**config.mk**
```make
export PLATFORM = sky130hd
export DESIGN_NAME = quiz_master
export DESIGN_NICKNAME = d
export VERILOG_FILES = /design/src/rtl/quiz_master.sv
export SDC_FILE = /design/constraint.sdc
export NUM_CORES = 1
export LEC_CHECK = 0
export CAP_MARGIN = 20
export CORE_ASPECT_RATIO = 0.75
export CORE_MARGIN = 2
export CORE_UTILIZATION = 45
export CTS_CLUSTER_DIAMETER = 80
export DETAILED_ROUTE_END_ITERATION = 10
export PLACE_DENSITY = 0.76
export SLEW_MARGIN = 40
export SYNTH_ARGS = -nofsm -noshare
export SYNTH_HDL_FRONTEND = slang
export SYNTH_SLANG_ARGS = --single-unit
```
**constraint.sdc**
```tcl
create_clock -name clk -period 1.94 [get_ports clk]
set_input_delay 0.485 -clock clk [delete_from_list [all_inputs] [get_ports clk]]
set_output_delay 0.485 -clock clk [all_outputs]
set_load 0.05 [all_outputs]
```
**src/rtl/quiz_master.sv**
```systemverilog
// ============================================================================
// Module   : quiz_master
// Brief    : N-player quiz buzzer: first-press arbitration, answer countdown,
//            timeout alarm and saturating per-player scores. Optional macro
//            FALSE_START_EN adds false-start disqualification.
// Revision : 1.0 - initial release
// ============================================================================
`default_nettype none

module quiz_master #(
    parameter int N_PLAYERS  = 4,
    parameter int CLK_HZ     = 12000000,
    parameter int ANSWER_SEC = 30,
    parameter int SCORE_INIT = 5,
    parameter int SCORE_MAX  = 9,
    parameter int SCORE_W    = 4
) (
    input  logic                              clk,
    input  logic                              rst,
    input  logic                              start,
    input  logic                              reset_scores,
    input  logic                              add,
    input  logic                              sub,
    input  logic [N_PLAYERS-1:0]              key,
    output logic [N_PLAYERS-1:0]              winner_led,
    output logic [$clog2(N_PLAYERS)-1:0]      winner_id,
    output logic                              winner_valid,
    output logic [$clog2(ANSWER_SEC+1)-1:0]   time_left,
    output logic                              buzz,
    output logic [N_PLAYERS*SCORE_W-1:0]      scores
`ifdef FALSE_START_EN
    ,
    output logic [N_PLAYERS-1:0]              false_start
`endif
);

    localparam int c_ID_W = $clog2(N_PLAYERS);
    localparam int c_T_W  = $clog2(ANSWER_SEC + 1);
    localparam int c_P_W  = (CLK_HZ > 1) ? $clog2(CLK_HZ) : 1;

    localparam logic [c_P_W-1:0]   c_P_TC       = c_P_W'(CLK_HZ - 1);
    localparam logic [c_T_W-1:0]   c_TIME_INIT  = c_T_W'(ANSWER_SEC);
    localparam logic [SCORE_W-1:0] c_SCORE_INIT = SCORE_W'(SCORE_INIT);
    localparam logic [SCORE_W-1:0] c_SCORE_MAX  = SCORE_W'(SCORE_MAX);

    typedef enum logic [1:0] {
        S_IDLE    = 2'd0,
        S_ARMED   = 2'd1,
        S_LOCKED  = 2'd2,
        S_TIMEOUT = 2'd3
    } state_t;

    state_t                 r_state;
    logic [N_PLAYERS-1:0]   r_sync1, r_sync2, r_sync3;
    logic [c_P_W-1:0]       r_presc;
    logic [c_T_W-1:0]       r_time;
    logic                   r_buzz;
    logic                   r_valid;
    logic [c_ID_W-1:0]      r_id;
    logic [N_PLAYERS-1:0]   r_led;
    logic [SCORE_W-1:0]     r_score [N_PLAYERS];
    logic [N_PLAYERS-1:0]   r_disq;

    logic [N_PLAYERS-1:0]   w_rise;
    logic [N_PLAYERS-1:0]   w_cand;
    logic                   w_any;
    logic [c_ID_W-1:0]      w_win_id;
    logic                   w_score_op;
    logic                   w_leave_armed;

    assign w_rise = r_sync2 & ~r_sync3;
`ifdef FALSE_START_EN
    assign w_cand = w_rise & ~r_disq;
    assign false_start = r_disq;
`else
    assign w_cand = w_rise;
`endif
    assign w_any = |w_cand;

    // Descending scan so the lowest pressed index is the last one written.
    always_comb begin
        w_win_id = '0;
        for (int i = N_PLAYERS - 1; i >= 0; i--) begin
            if (w_cand[i]) begin
                w_win_id = c_ID_W'(i);
            end
        end
    end

    assign w_score_op    = (r_state == S_LOCKED) && !start && (r_time != '0) && (add ^ sub);
    assign w_leave_armed = (r_state == S_ARMED) && !start && ((r_time == '0) || w_any);

    always_ff @(posedge clk or negedge rst) begin
        if (!rst) begin
            r_sync1 <= '0;
            r_sync2 <= '0;
            r_sync3 <= '0;
        end else begin
            r_sync1 <= key;
            r_sync2 <= r_sync1;
            r_sync3 <= r_sync2;
        end
    end

    always_ff @(posedge clk or negedge rst) begin
        if (!rst) begin
            r_state <= S_IDLE;
            r_presc <= '0;
            r_time  <= '0;
            r_buzz  <= 1'b0;
            r_valid <= 1'b0;
            r_id    <= '0;
            r_led   <= '0;
        end else if (start) begin
            r_state <= S_ARMED;
            r_presc <= '0;
            r_time  <= c_TIME_INIT;
            r_buzz  <= 1'b0;
            r_valid <= 1'b0;
            r_id    <= '0;
            r_led   <= '0;
        end else begin
            case (r_state)
                S_ARMED, S_LOCKED: begin
                    if (r_time == '0) begin
                        r_state <= S_TIMEOUT;
                        r_buzz  <= 1'b1;
                    end else if (r_state == S_ARMED && w_any) begin
                        r_state <= S_LOCKED;
                        r_presc <= '0;
                        r_time  <= c_TIME_INIT;
                        r_valid <= 1'b1;
                        r_id    <= w_win_id;
                        r_led   <= N_PLAYERS'(1) << w_win_id;
                    end else if (r_state == S_LOCKED && (add || sub)) begin
                        r_state <= S_IDLE;
                    end else if (r_presc == c_P_TC) begin
                        r_presc <= '0;
                        r_time  <= r_time - 1'b1;
                    end else begin
                        r_presc <= r_presc + 1'b1;
                    end
                end
                default: begin
                end
            endcase
        end
    end

    always_ff @(posedge clk or negedge rst) begin
        if (!rst) begin
            for (int i = 0; i < N_PLAYERS; i++) begin
                r_score[i] <= c_SCORE_INIT;
            end
        end else begin
            for (int i = 0; i < N_PLAYERS; i++) begin
                if (reset_scores) begin
                    r_score[i] <= c_SCORE_INIT;
                end else if (w_score_op && r_id == c_ID_W'(i)) begin
                    if (add && r_score[i] < c_SCORE_MAX) begin
                        r_score[i] <= r_score[i] + 1'b1;
                    end else if (sub && r_score[i] != '0) begin
                        r_score[i] <= r_score[i] - 1'b1;
                    end
                end
            end
        end
    end

    // Presses while idle mark the player; the marks drop once arbitration ends.
    always_ff @(posedge clk or negedge rst) begin
        if (!rst) begin
            r_disq <= '0;
        end else if (w_leave_armed) begin
            r_disq <= '0;
        end else if (r_state == S_IDLE) begin
            r_disq <= r_disq | w_rise;
        end
    end

    generate
        for (genvar gi = 0; gi < N_PLAYERS; gi++) begin : g_score
            assign scores[gi*SCORE_W +: SCORE_W] = r_score[gi];
        end
    endgenerate

    assign winner_led   = r_led;
    assign winner_id    = r_id;
    assign winner_valid = r_valid;
    assign time_left    = r_time;
    assign buzz         = r_buzz;

`ifndef FALSE_START_EN
    logic w_unused;
    assign w_unused = ^r_disq;
`endif

endmodule

`default_nettype wire

```
After elaboration in Yosys (flattened, before gate mapping) --
Cells that the tools add are included.
Word-level totals: memories kept 0, register bits 67, ROM bits 0, output and inout bits 29, latch bits 0, memory bits (writable) 0, logic and storage cells 142
Cells by class: multipliers 0, eq/ne operators 8, shift operators 1, bitwise gates (word level) 3, $add $sub $neg 10, reductions and logical operators 50, multiplexer cells 52, div/mod/pow operators 0, order comparisons 4
Operator list (count):
- 24-bit 2-to-1 mux | 6
- 4-bit 2-to-1 mux | 20
- 5-bit 2-to-1 mux | 6
- 2-bit 2-to-1 mux | 13
- 24-bit by 1-bit adder with 24-bit output (second input constant) | 1
- 24-bit == test (second input constant) | 1
- 4-bit nonzero test | 5
- 1-bit logical AND | 17
- 4-bit by 1-bit adder with 4-bit output (second input constant) | 4
- 4-bit less-than comparator (second input constant) | 4
- 4-bit by 1-bit subtractor with 4-bit output (second input constant) | 4
- 3-bit nonzero test | 5
- 2-bit nonzero test | 7
- 2-bit AND reduction | 6
- 1-bit 2-to-1 mux | 7
- 2-bit == test (second input constant) | 3
- 3-bit AND reduction | 2
- 5-bit zero test | 1
- 5-bit nonzero test | 1
- 5-bit by 1-bit subtractor with 5-bit output (second input constant) | 1
- 4-bit AND | 1
- 2-bit by 1-bit == test with 1-bit output (second input constant) | 2
- 4-bit inverter | 1
- 4-bit AND reduction | 1
- other kinds (9) | 9

Longest topological paths before layout --
word-level depth 11, gate-level depth with buffers 9

Worst setup path after synthesis --
Ideal clock, no wire load.
kind register to register, start point reg r_score, in the netlist scores[13], end point reg r_score, in the netlist scores[15], buffers on the path 0, stages on the path, launching flop included 9, data arrival time 2.324 ns, setup slack -0.462 ns, setup time 0.078 ns, cells stage by stage dfrtp_1 nor3_1 o21ai_0 ha_1 a21o_1 a21oi_1 xor2_1 or3_1 a21oi_1
On the way: word-level cells in the longest chain between the ends 5, elaborated cells between the ends (all ways) 12
Ends and longest elaborated chain:
- from (decl) | line 61 | logic [SCORE_W-1:0] r_score [N_PLAYERS];
- from (signal, indexed assignment) | line 153 | r_score[i] <= c_SCORE_INIT;
- from (signal, indexed assignment) | line 158 | r_score[i] <= c_SCORE_INIT;
- from (signal, indexed assignment) | line 161 | r_score[i] <= r_score[i] + 1'b1;
- 4-bit by 1-bit subtractor with 4-bit output or 4-bit less-than comparator (tied branches) | line 163, 160
- 4-bit 2-to-1 mux or 1-bit logical AND (tied branches) | line 162, 160
- 4-bit 2-to-1 mux | line 160 | if (add && r_score[i] < c_SCORE_MAX) begin
- 4-bit 2-to-1 mux | line 159 | end else if (w_score_op && r_id == c_ID_W'(i)) begin
- 4-bit 2-to-1 mux | line 157 | if (reset_scores) begin
Several ways; a longest one is shown, not always the timed one. The select of a mux whose other input is x is not followed. A chain may end at the register's enable or synchronous reset.

Worst setup path after layout --
start point reg r_state[0], end point reg r_presc[10]
On the way: word-level cells in the longest chain between the ends 6, elaborated cells between the ends (all ways) 12
Ends and longest elaborated chain:
- from (decl) | line 53 | state_t r_state;
- from (signal assigned) | line 107 | r_state <= S_IDLE;
- from (signal assigned) | line 115 | r_state <= S_ARMED;
- from (signal assigned) | line 126 | r_state <= S_TIMEOUT;
- 2-bit by 1-bit == test with 1-bit output | line 123, 128
- 1-bit logical AND | line 128 | end else if (r_state == S_ARMED && w_any) begin
- 24-bit 2-to-1 mux | line 128
- 24-bit 2-to-1 mux | line 125 | if (r_time == '0) begin
- 24-bit 2-to-1 mux | line 123 | case (r_state)
- 24-bit 2-to-1 mux | line 114 | end else if (start) begin
- to (signal assigned) | line 141 | r_presc <= r_presc + 1'b1;
- to (decl) | line 55 | logic [c_P_W-1:0] r_presc;
Several ways; a longest one is shown, not always the timed one. The select of a mux whose other input is x is not followed.

==> summary.txt <==
Maximum number of pins on one net before global-route repair: 68
Avg Cell Area, Syn: 9.59 µm²
FF+latch count, synth: 67
Post-synth EDFFs: 0
Distinct cells, synth: 51
Post-route minimum period: 2.38 ns
WP data required: 2.19 ns
WL met2: 6420 µm
DP Worst Slack: -0.705 ns
Final setup fails: 43
Clock transition at path regs: 0.08 ns
DR DRC count: 0
Most used DFF post-synth: dfrtp_1
I/O pins: 39
Switching power: 2.05 mW
Worst r2r src: r_state[0]
Fin area: 0.00599 mm²
GPL Wtd Cong: 0.874
Sink Count: 67
Worst slew margin: 0.556
Top Layer Used: met4
Slowest-stage cell, CP: dfrtp_1
DR pass1 iterations: 5
Initial core utilization: 0.466
Slew of the pin with the lowest slew margin: 0.657 ns
Diode count: 0
Vias in the first global route: 3,735
Slowest Stage Delay on Critical Path: 0.41 ns
Die Area: 0.00898 mm²
Vias per inst: 6.17
Overall routed net length: 13,400 µm
Core Footprint: 0.00795 mm²
Tcrit/Tclk final: 1.23
Clk network pwr share: 0.286
Worst-Skew Late Latency: 0.36 ns
Mapped Nets: 413
Inserted Clock Buffers: 9
Root Buffer: clkbuf_8
Drt wl/cell: 20.9 µm
CTS tree: done
Most numerous cell in the Yosys netlist: dfrtp_1
Final worst slack: -0.439 ns
Placed cell areas: 0.00488 mm²
H-Tree Level Count: 3
Sw Ratio: 0.363
Int Pwr: 3.60 mW
Startpoint types: flip-flop
DRT antenna net count: 0
Outcome: finished with violations
P per Cell Area: 942 mW/mm²
Synthesized instance count: 386
Final Max Tran Viols: 0
VDD IR max: 703 µV
Setup crit end kind: flip-flop
Synthesized area: 0.00370 mm²
Layout area overhead: 61.8%
Ys async rst share: 1.00
WP data arrival: 2.63 ns
Leakage: 2.55 nW
WS Path Type: reg -> reg
Seq/Total Area, Yosys: 0.455
Sequential Power Share: 0.286
CP Max Fanout: 11
Fin Hold WS: 0.120 ns
IO buf count: 38
Via Count: 3,954
Yosys top cell area share: 0.399
Longest Clk Path Bufs: 2
Logic pwr share: 0.429
Max-cap viol count: 0
Total gr overflow: 0
Reg2reg setup slack: -0.44 ns
Layout cells sized above 1: 0.504
Die Wd: 109 µm
Fin. Hold Viols: 0
Initial DRC count: 514
Violated checks: negative setup slack
M1 WL: 5230 µm
Synth area leaders: dfrtp_1, dfstp_2, a21oi_1
Wire length of the first global-routing pass: 18,000 µm
Leading area contributor after synthesis: dfrtp_1
Hpwl dp: 6580 µm
R2r endpoint: r_presc[10]
Metal3 WL: 1090 µm
Skew final: 0.0160 ns
Final Net Count: 558
Fmax: 420 MHz
Chip height: 82.6 µm
Tot Pwr: 5.64 mW
R2R depth: 8
Yosys warnings: 0
Final core occ: 0.753
Hold crit path type: in -> async
# rows: 28
GRT Total Usage: 0.264
# hold bufs at CTS: 0
Initial antenna violation count: 0
RSZ-0062 raised after global routing: yes
Worst-path cell chain: inv_1 -> ha_2 -> nor2_2 -> a21boi_4 -> buf_12 -> buf_8 -> or3_1 -> a21oi_1
Most frequent cells after synthesis: dfrtp_1, a21oi_1, inv_1, o21ai_0, nand2_1
cell families after synthesis:
kind of cell / count (synthesis) / share of synthesized area
compound gates: 91 / 0.150
flops: 67 / 0.455
xor+xnor: 12 / 0.0284
simple gates: 145 / 0.219
buf+inv: 44 / 0.0541
fa+ha+maj: 17 / 0.0655
mux: 10 / 0.0280
area by class of cell:
cell class / count / area (µm²)
Inverter: 31 / 119
Multi-Input combinational cell: 276 / 2360
Sequential cell: 67 / 1730
Clock inverter: 6 / 136
Timing Repair Buffer: 146 / 1380
Fill cell: 435 / 1960
Tap cell: 105 / 131
Clock buffer: 10 / 138
worst max-delay path: cells and delay by family, from the launching register on:
kind            cells  cell delay [ns]
buf+inv             3             0.42
compound gates      2             0.39
fa+ha+maj           1             0.33
simple gates        2             0.72
flops               1             0.41
cell usage in the layout, fill, tap and decap left out, types with 4 or more instances in the layout:
cell,n
dfrtp_1,51
ha_1,9
xnor2_2,5
dfstp_4,8
clkdlybuf4s50_1,6
a21oi_2,21
a21o_1,5
nor2_1,16
nor2b_1,5
inv_1,26
mux2i_1,7
nand2b_1,7
bufinv_16,4
dfrtp_2,8
a21oi_1,12
nand3_1,17
nor3_4,4
a211o_1,4
nand2_1,22
o21ai_0,8
buf_12,14
clkbuf_8,10
inv_2,4
or3_1,13
o21ai_1,9
or3_4,7
buf_4,105
nand4_1,12
xor2_1,6
o21ai_2,11
buf_6,13
state kept, by name, indices dropped and copies added (netlist names):
signal / flops
winner_led: 4
scores: 16
winner_id: 2
r_state: 2
r_sync3: 4
r_sync2: 4
time_left: 5
r_sync1: 4
buzz: 1
winner_valid: 1
r_presc: 24
stage by stage:
step / TNS, ns / cells
final: -8.52 / 641
after global routing: -11.24 / 641
after CTS: -3.37 / 635
after detailed placement: -24.25 / 592
after global placement: -22.88 / 592
after floorplan: -5.12 / 386
power groups by stage:
stage / clock, mW / sequential, mW / combinational (mW)
after floorplan: 0 / 1.76 / 0.756
after global placement: 0 / 1.60 / 1.38
after detailed placement: 0 / 1.60 / 1.42
after CTS: 1.60 / 1.59 / 2.07
after global routing: 1.68 / 1.61 / 2.51
final: 1.61 / 1.61 / 2.42
timing repair:
| action | CTS | global route |
|---|---|---|
| gates cloned | 5 | 0 |
| endpoints found under the setup margin | 42 | 51 |
| buffers inserted | 24 | 6 |
| pin swaps | 31 | 47 |
| resized for setup | 84 | 57 |
per-layer routing:
metal	up-vias	global-route usage
li1	1674	-
met2	270	0.434
met4	0	0.129
met3	79	0.0706
met1	1931	0.326
met5	-	0
worst max path at each step:
stage | start | end | depth (start not counted)
finish | r_state[0] | r_presc[10] | 8
global route | r_state[0] | r_presc[10] | 8
CTS | scores[14] | scores[15] | 8
detailed placement | sub | scores[3] | 9
global placement | add | scores[7] | 8
floorplan | time_left[0] | time_left[1] | 7
Power figures use the tool's default switching activity.
==> patch 1: new RTL, config.mk and constraints unchanged <==
The parameter `ANSWER_SEC` goes from 30 to 15.
--- a/src/rtl/quiz_master.sv
+++ b/src/rtl/quiz_master.sv
@@ -10,7 +10,7 @@
 module quiz_master #(
     parameter int N_PLAYERS  = 4,
     parameter int CLK_HZ     = 12000000,
-    parameter int ANSWER_SEC = 30,
+    parameter int ANSWER_SEC = 15,
     parameter int SCORE_INIT = 5,
     parameter int SCORE_MAX  = 9,
     parameter int SCORE_W    = 4
Interface: changed (resized time_left); port bits go from 39 to 38. No check against the original RTL was run, so the function may have changed too.
==> patch 1 against the original RTL <==
  * The flow still finishes with violations (negative setup slack)
  * Total power decreased by 8.4%
  * Global-route usage decreased by 1.7 points
  * Combinational power decreased by 22%
  * Hold slack improved by 0.23 ns
  * Sequential cell count decreased by 1
  * Worst setup slack improved by 0.31 ns
  * Routed wire length decreased by 11%
  * Design area decreased by 1.1%
  * Via count decreased by 5.3%
  * Sequential share of layout area decreased by 0.43 points
  * Count of clock-buffer cells in the layout increased by 1
  * Area after synthesis increased by 2.7%
  * Non-clock buffer count decreased by 12
  * Core utilization decreased by 4.4 points
  * Largest cell class unchanged
==> patch 1: results (changes against the original RTL) <==
<table>
<tr><th>Metric</th><th>Value</th></tr>
<tr><th colspan="2">Placed design</th></tr>
<tr><td>Placed wire-length estimate after detailed placement</td><td>7.37 mm (+12%)</td></tr>
<tr><td>Instance area at placement</td><td>0.00500 mm^2 (+2.4%)</td></tr>
<tr><th colspan="2">Power and ir drop</th></tr>
<tr><td>P_comb</td><td>1.88 mW (-22%)</td></tr>
<tr><td>Worst vdd ir</td><td>591 uV (-16%)</td></tr>
<tr><th colspan="2">Global route</th></tr>
<tr><td>Largest net degree at the start of global routing</td><td>35 (-49%)</td></tr>
<tr><td>Met2 track utilization from global routing</td><td>38.4% (-5.0 points)</td></tr>
<tr><th colspan="2">Clock tree</th></tr>
<tr><td>Total of cells resized after clock tree synthesis</td><td>31 (-63%)</td></tr>
<tr><td>Cell at the root of the clock tree</td><td>clkbuf_16</td></tr>
<tr><td>Setup Fix Bufs, Post-CTS</td><td>4 (-83%)</td></tr>
<tr><td>Hold buffer count at cts</td><td>1 (+1)</td></tr>
<tr><th colspan="2">Timing</th></tr>
<tr><td>Normalized max-slew margin</td><td>53.5% (-2.1 points)</td></tr>
<tr><td># setup viols final</td><td>35 (-19%)</td></tr>
<tr><td>Total negative setup slack</td><td>-2.04 ns (+6.48 ns)</td></tr>
<tr><td>Worst-case setup margin in the final layout</td><td>-0.131 ns (+0.308 ns)</td></tr>
<tr><th colspan="2">Routing</th></tr>
<tr><td>DR iter-0 viols</td><td>316 (-39%)</td></tr>
<tr><td>Post-Route M1 WL</td><td>5.09 mm (-2.7%)</td></tr>
<tr><td>Wire length on met2</td><td>5.65 mm (-12%)</td></tr>
<tr><td>Wire length after detailed routing</td><td>11.9 mm (-11%)</td></tr>
<tr><th colspan="2">Critical path</th></tr>
<tr><td>Worst path max stage delay</td><td>0.56 ns (+0.15 ns)</td></tr>
<tr><td>Arrival time of data at the critical path endpoint</td><td>2.28 ns (-0.35 ns)</td></tr>
<tr><td>Worst reg-to-reg path cell count</td><td>6 (-2)</td></tr>
<tr><th colspan="2">Status</th></tr>
<tr><td>Run status</td><td>complete, but fails checks</td></tr>
<tr><td>Failing checks</td><td>negative setup slack</td></tr>
<tr><th colspan="2">Synth</th></tr>
<tr><td>Leading cell types by total area after synthesis</td><td>dfrtp_1 38%, dfstp_2 5.5%, ha_1 4.6%, a31oi_1 4.1%, inv_1 3.0%</td></tr>
<tr><td>Avg Inst Size Synth</td><td>10.0 um^2 (+4.4%)</td></tr>
</table>
[patch 1: changes by cell type in the layout (fill, tap and decap cells not counted), moves of 7 or more]
cell,change
a31oi_1,+22
a21oi_2,-15
clkbuf_16,+12
buf_4,-10
or3_1,-10
clkbuf_8,-9
o21ai_2,-9
nand4_1,-8
o21ai_1,-8
nor2b_1,+7
or3_4,-7
xnor2_1,+7
[patch 1: cell families (layout without fill, tap and decap cells)]
kind of cell    Yosys count  after routing  share of synthesized area, %
buf+inv                  45            180                          4.90
flops                    66             66                          43.7
compound gates          110            110                          21.8
simple gates            126            126                          19.3
mux                       3              3                         0.855
fa+ha+maj                18             18                          6.71
xor+xnor                 12             12                          2.76
[patch 1: area by class of cell]
| class | count | area [um^2] |
|---|---|---|
| multi-input combinational | 269 | 2390 |
| inverter | 30 | 113 |
| fill | 534 | 2420 |
| timing repair buffer | 134 | 1290 |
| clock inverter | 5 | 77.6 |
| clock buffer | 11 | 243 |
| sequential | 66 | 1680 |
| tap | 108 | 135 |
==> patch 2: new RTL, config.mk and constraints unchanged <==
Made on the original files. Put a register stage on the output `scores`, without a reset. The value now appears one clock later. The other outputs are not delayed to match.
--- a/src/rtl/quiz_master.sv
+++ b/src/rtl/quiz_master.sv
@@ -49,6 +49,8 @@
         S_LOCKED  = 2'd2,
         S_TIMEOUT = 2'd3
     } state_t;
+
+    logic [N_PLAYERS*SCORE_W-1:0] scores_d;
 
     state_t                 r_state;
     logic [N_PLAYERS-1:0]   r_sync1, r_sync2, r_sync3;
@@ -180,7 +182,7 @@
 
     generate
         for (genvar gi = 0; gi < N_PLAYERS; gi++) begin : g_score
-            assign scores[gi*SCORE_W +: SCORE_W] = r_score[gi];
+            assign scores_d[gi*SCORE_W +: SCORE_W] = r_score[gi];
         end
     endgenerate
 
@@ -195,6 +197,10 @@
     assign w_unused = ^r_disq;
 `endif
 
+    always_ff @(posedge clk) begin
+        scores <= scores_d;
+    end
+
 endmodule
 
 `default_nettype wire
Behaviour: not the same (a bounded check fails within 10 cycles, from zero or initial values and one cycle with rst low).
==> patch 2 against the original RTL <==
  * The flow still finishes with violations (negative setup slack)
  * Area after synthesis is 7.8% higher
  * Routed wire length increased by 13%
  * Design area is 6.7% higher
  * Worst setup slack improved by 0.087 ns
  * Via count up 8.5%
  * Non-clock buffer count is 19 higher
  * Clock power is 15% higher
  * Fmax grew 3.8%
  * Clock skew decreased by 0.0053 ns
  * Sequential cell count up 16
  * Total power grew 17%
  * Core utilization shrank 0.39 points
  * Die area increased by 7.5%
  * Critical endpoint is now r_presc[2]$_DFFE_PN0P_
  * Largest cell class unchanged
  * Largest power group unchanged
==> patch 2: results (changes against the original RTL) <==
<table>
<tr><th>Metric</th><th>Value</th></tr>
<tr><th colspan="2">Power and ir drop</th></tr>
<tr><td>Worst vdd ir</td><td>996 uV (+42%)</td></tr>
<tr><td>Leakage power total</td><td>2.85 nW (+12%)</td></tr>
<tr><th colspan="2">Routing</th></tr>
<tr><td>Vias/cell</td><td>6.38 (+3.4%)</td></tr>
<tr><td>Initial DRT Pass Iterations</td><td>6 (+1)</td></tr>
<tr><td>DR iter-0 viols</td><td>579 (+13%)</td></tr>
<tr><td>Average routed wire per standard cell</td><td>22.5 um (+7.4%)</td></tr>
<tr><th colspan="2">Critical path</th></tr>
<tr><td>Cell family with most CP delay</td><td>buffers and inverters</td></tr>
<tr><td>Peak fanout along the critical path</td><td>6 (-5)</td></tr>
<tr><td>Launch instance of the worst register-to-register path</td><td>time_left[1]$_DFFE_PN0P_</td></tr>
<tr><td>Cell with the largest stage delay on the worst path</td><td>dfrtp_2</td></tr>
<tr><td>Arrival time of data at the critical path endpoint</td><td>2.53 ns (-0.10 ns)</td></tr>
<tr><th colspan="2">Timing</th></tr>
<tr><td># setup viols final</td><td>41 (-4.7%)</td></tr>
<tr><td>Worst-case setup margin in the final layout</td><td>-0.352 ns (+0.0866 ns)</td></tr>
<tr><td>Total negative setup slack</td><td>-6.45 ns (+2.06 ns)</td></tr>
<tr><td>Final setup skew</td><td>0.0107 ns (-0.00528 ns)</td></tr>
<tr><th colspan="2">Synth</th></tr>
<tr><td>Share of synthesized flip-flops with an asynchronous set or reset</td><td>80.7% (-19 points)</td></tr>
<tr><td>Portion of the post-synthesis area used by sequential elements</td><td>50.3% (+4.7 points)</td></tr>
<tr><td>Most used standard cells in the synthesized netlist</td><td>59 x dfrtp_1, 32 x nand2_1, 28 x a21oi_1, 26 x inv_1, 20 x nor2_1</td></tr>
<tr><td>Cell count after synthesis</td><td>394 (+2.1%)</td></tr>
<tr><td>Post-synth net total</td><td>421 (+1.9%)</td></tr>
<tr><td>Leading cell types by total area after synthesis</td><td>dfrtp_1 37%, dfxtp_1 8.0%, dfstp_2 5.3%, ha_1 4.1%, a21oi_1 3.5%</td></tr>
<tr><th colspan="2">Final layout</th></tr>
<tr><td>Final nets</td><td>587 (+5.2%)</td></tr>
<tr><td>Share of layout cells above drive strength 1</td><td>47.8% (-2.6 points)</td></tr>
<tr><th colspan="2">Global route</th></tr>
<tr><td>Vias in the first global route</td><td>3844 (+2.9%)</td></tr>
<tr><td>Global-route wire length before repair</td><td>19.1 mm (+6.1%)</td></tr>
<tr><th colspan="2">Status</th></tr>
<tr><td>Run status</td><td>complete, but fails checks</td></tr>
<tr><td>Failing checks</td><td>negative setup slack</td></tr>
<tr><th colspan="2">Placed design</th></tr>
<tr><td>Placed instance count</td><td>619 (+4.6%)</td></tr>
<tr><td>Routability Congestion</td><td>0.883 (+0.98%)</td></tr>
<tr><td>Instance area at placement</td><td>0.00520 mm^2 (+6.6%)</td></tr>
</table>
==> patch 2: changes by cell type in the layout (fill, tap and decap cells not counted), moves of 9 or more <==
| cell | unedited run | this run |
|---|---|---|
| buf_12 | 14 | 4 |
| clkbuf_16 | 0 | 9 |
| buf_4 | 105 | 116 |
| buf_6 | 13 | 23 |
| clkbuf_8 | 10 | 1 |
| a31oi_1 | 0 | 9 |
| dfxtp_1 | 0 | 16 |
==> patch 2: routing by layer <==
metal / wire length (um) / global-route usage [%]
met1: 5560 / 32.0
met2: 7120 / 40.4
met3: 1470 / 6.15
met4: 974 / 11.3
met5: 0 / 0
==> patch 2: metrics by stage <==
| step | setup slack [ns] | hold WS [ns] |
|---|---|---|
| 2_1_floorplan | -0.0968 | 0.189 |
| 3_3_place_gp | -0.652 | 0.339 |
| 3_5_place_dp | -0.736 | 0.336 |
| 4_1_cts | -0.194 | 0.169 |
| 5_1_grt | -0.362 | 0.180 |
| 6_report | -0.352 | 0.146 |
==> patch 2: cell families (layout without fill, tap and decap cells) <==
kind of cell	count (synthesis)	after routing	synth area share (%)
flip-flops	83	83	50.3
buffers and inverters	37	207	3.92
multiplexers	4	4	1.07
adder cells (fa/ha/maj)	17	17	6.08
AND/OR/NAND/NOR	140	140	19.4
XOR/XNOR	12	12	2.63
AO/OA/AOI/OAI	101	102	16.7
==> patch 2: cell type report <==
| cell class | count | area [um^2] | area share [%] |
|---|---|---|---|
| Tap cell | 108 | 135 | 2.11 |
| Sequential cell | 83 | 2010 | 31.5 |
| Clock inverter | 5 | 76.3 | 1.19 |
| Multi-Input combinational cell | 275 | 2390 | 37.4 |
| Inverter | 26 | 100 | 1.57 |
| Timing Repair Buffer | 165 | 1440 | 22.5 |
| Clock buffer | 11 | 243 | 3.80 |
==> patch 2: repair_timing <==
item | CTS | global route
gates cloned | 2 | 0
endpoints found under the setup margin | 55 | 58
resized for setup | 56 | 84
buffers inserted | 22 | 19
pin swaps | 36 | 42
==> patch 2: power breakdown <==
part / switching [mW] / total, mW / internal (mW)
clock: 0.696 / 1.85 / 1.16
sequential: 0.0964 / 1.93 / 1.83
combinational: 1.53 / 2.84 / 1.31
==> patch 2: worst max path at each step <==
stage                                      to  cells after the start                      from  slack [ns]
finish                 r_presc[2]$_DFFE_PN0P_                     11  time_left[1]$_DFFE_PN0P_       -0.35
global route           r_presc[2]$_DFFE_PN0P_                     11  time_left[1]$_DFFE_PN0P_       -0.36
CTS                  time_left[3]$_DFFE_PN0P_                      7   r_presc[19]$_DFFE_PN0P_       -0.19
detailed placement   time_left[3]$_DFFE_PN0P_                      9                       add       -0.74
global placement     time_left[0]$_DFFE_PN0P_                      9                       sub       -0.65
floorplan           winner_led[1]$_DFFE_PN0P_                      8  time_left[1]$_DFFE_PN0P_        -0.1
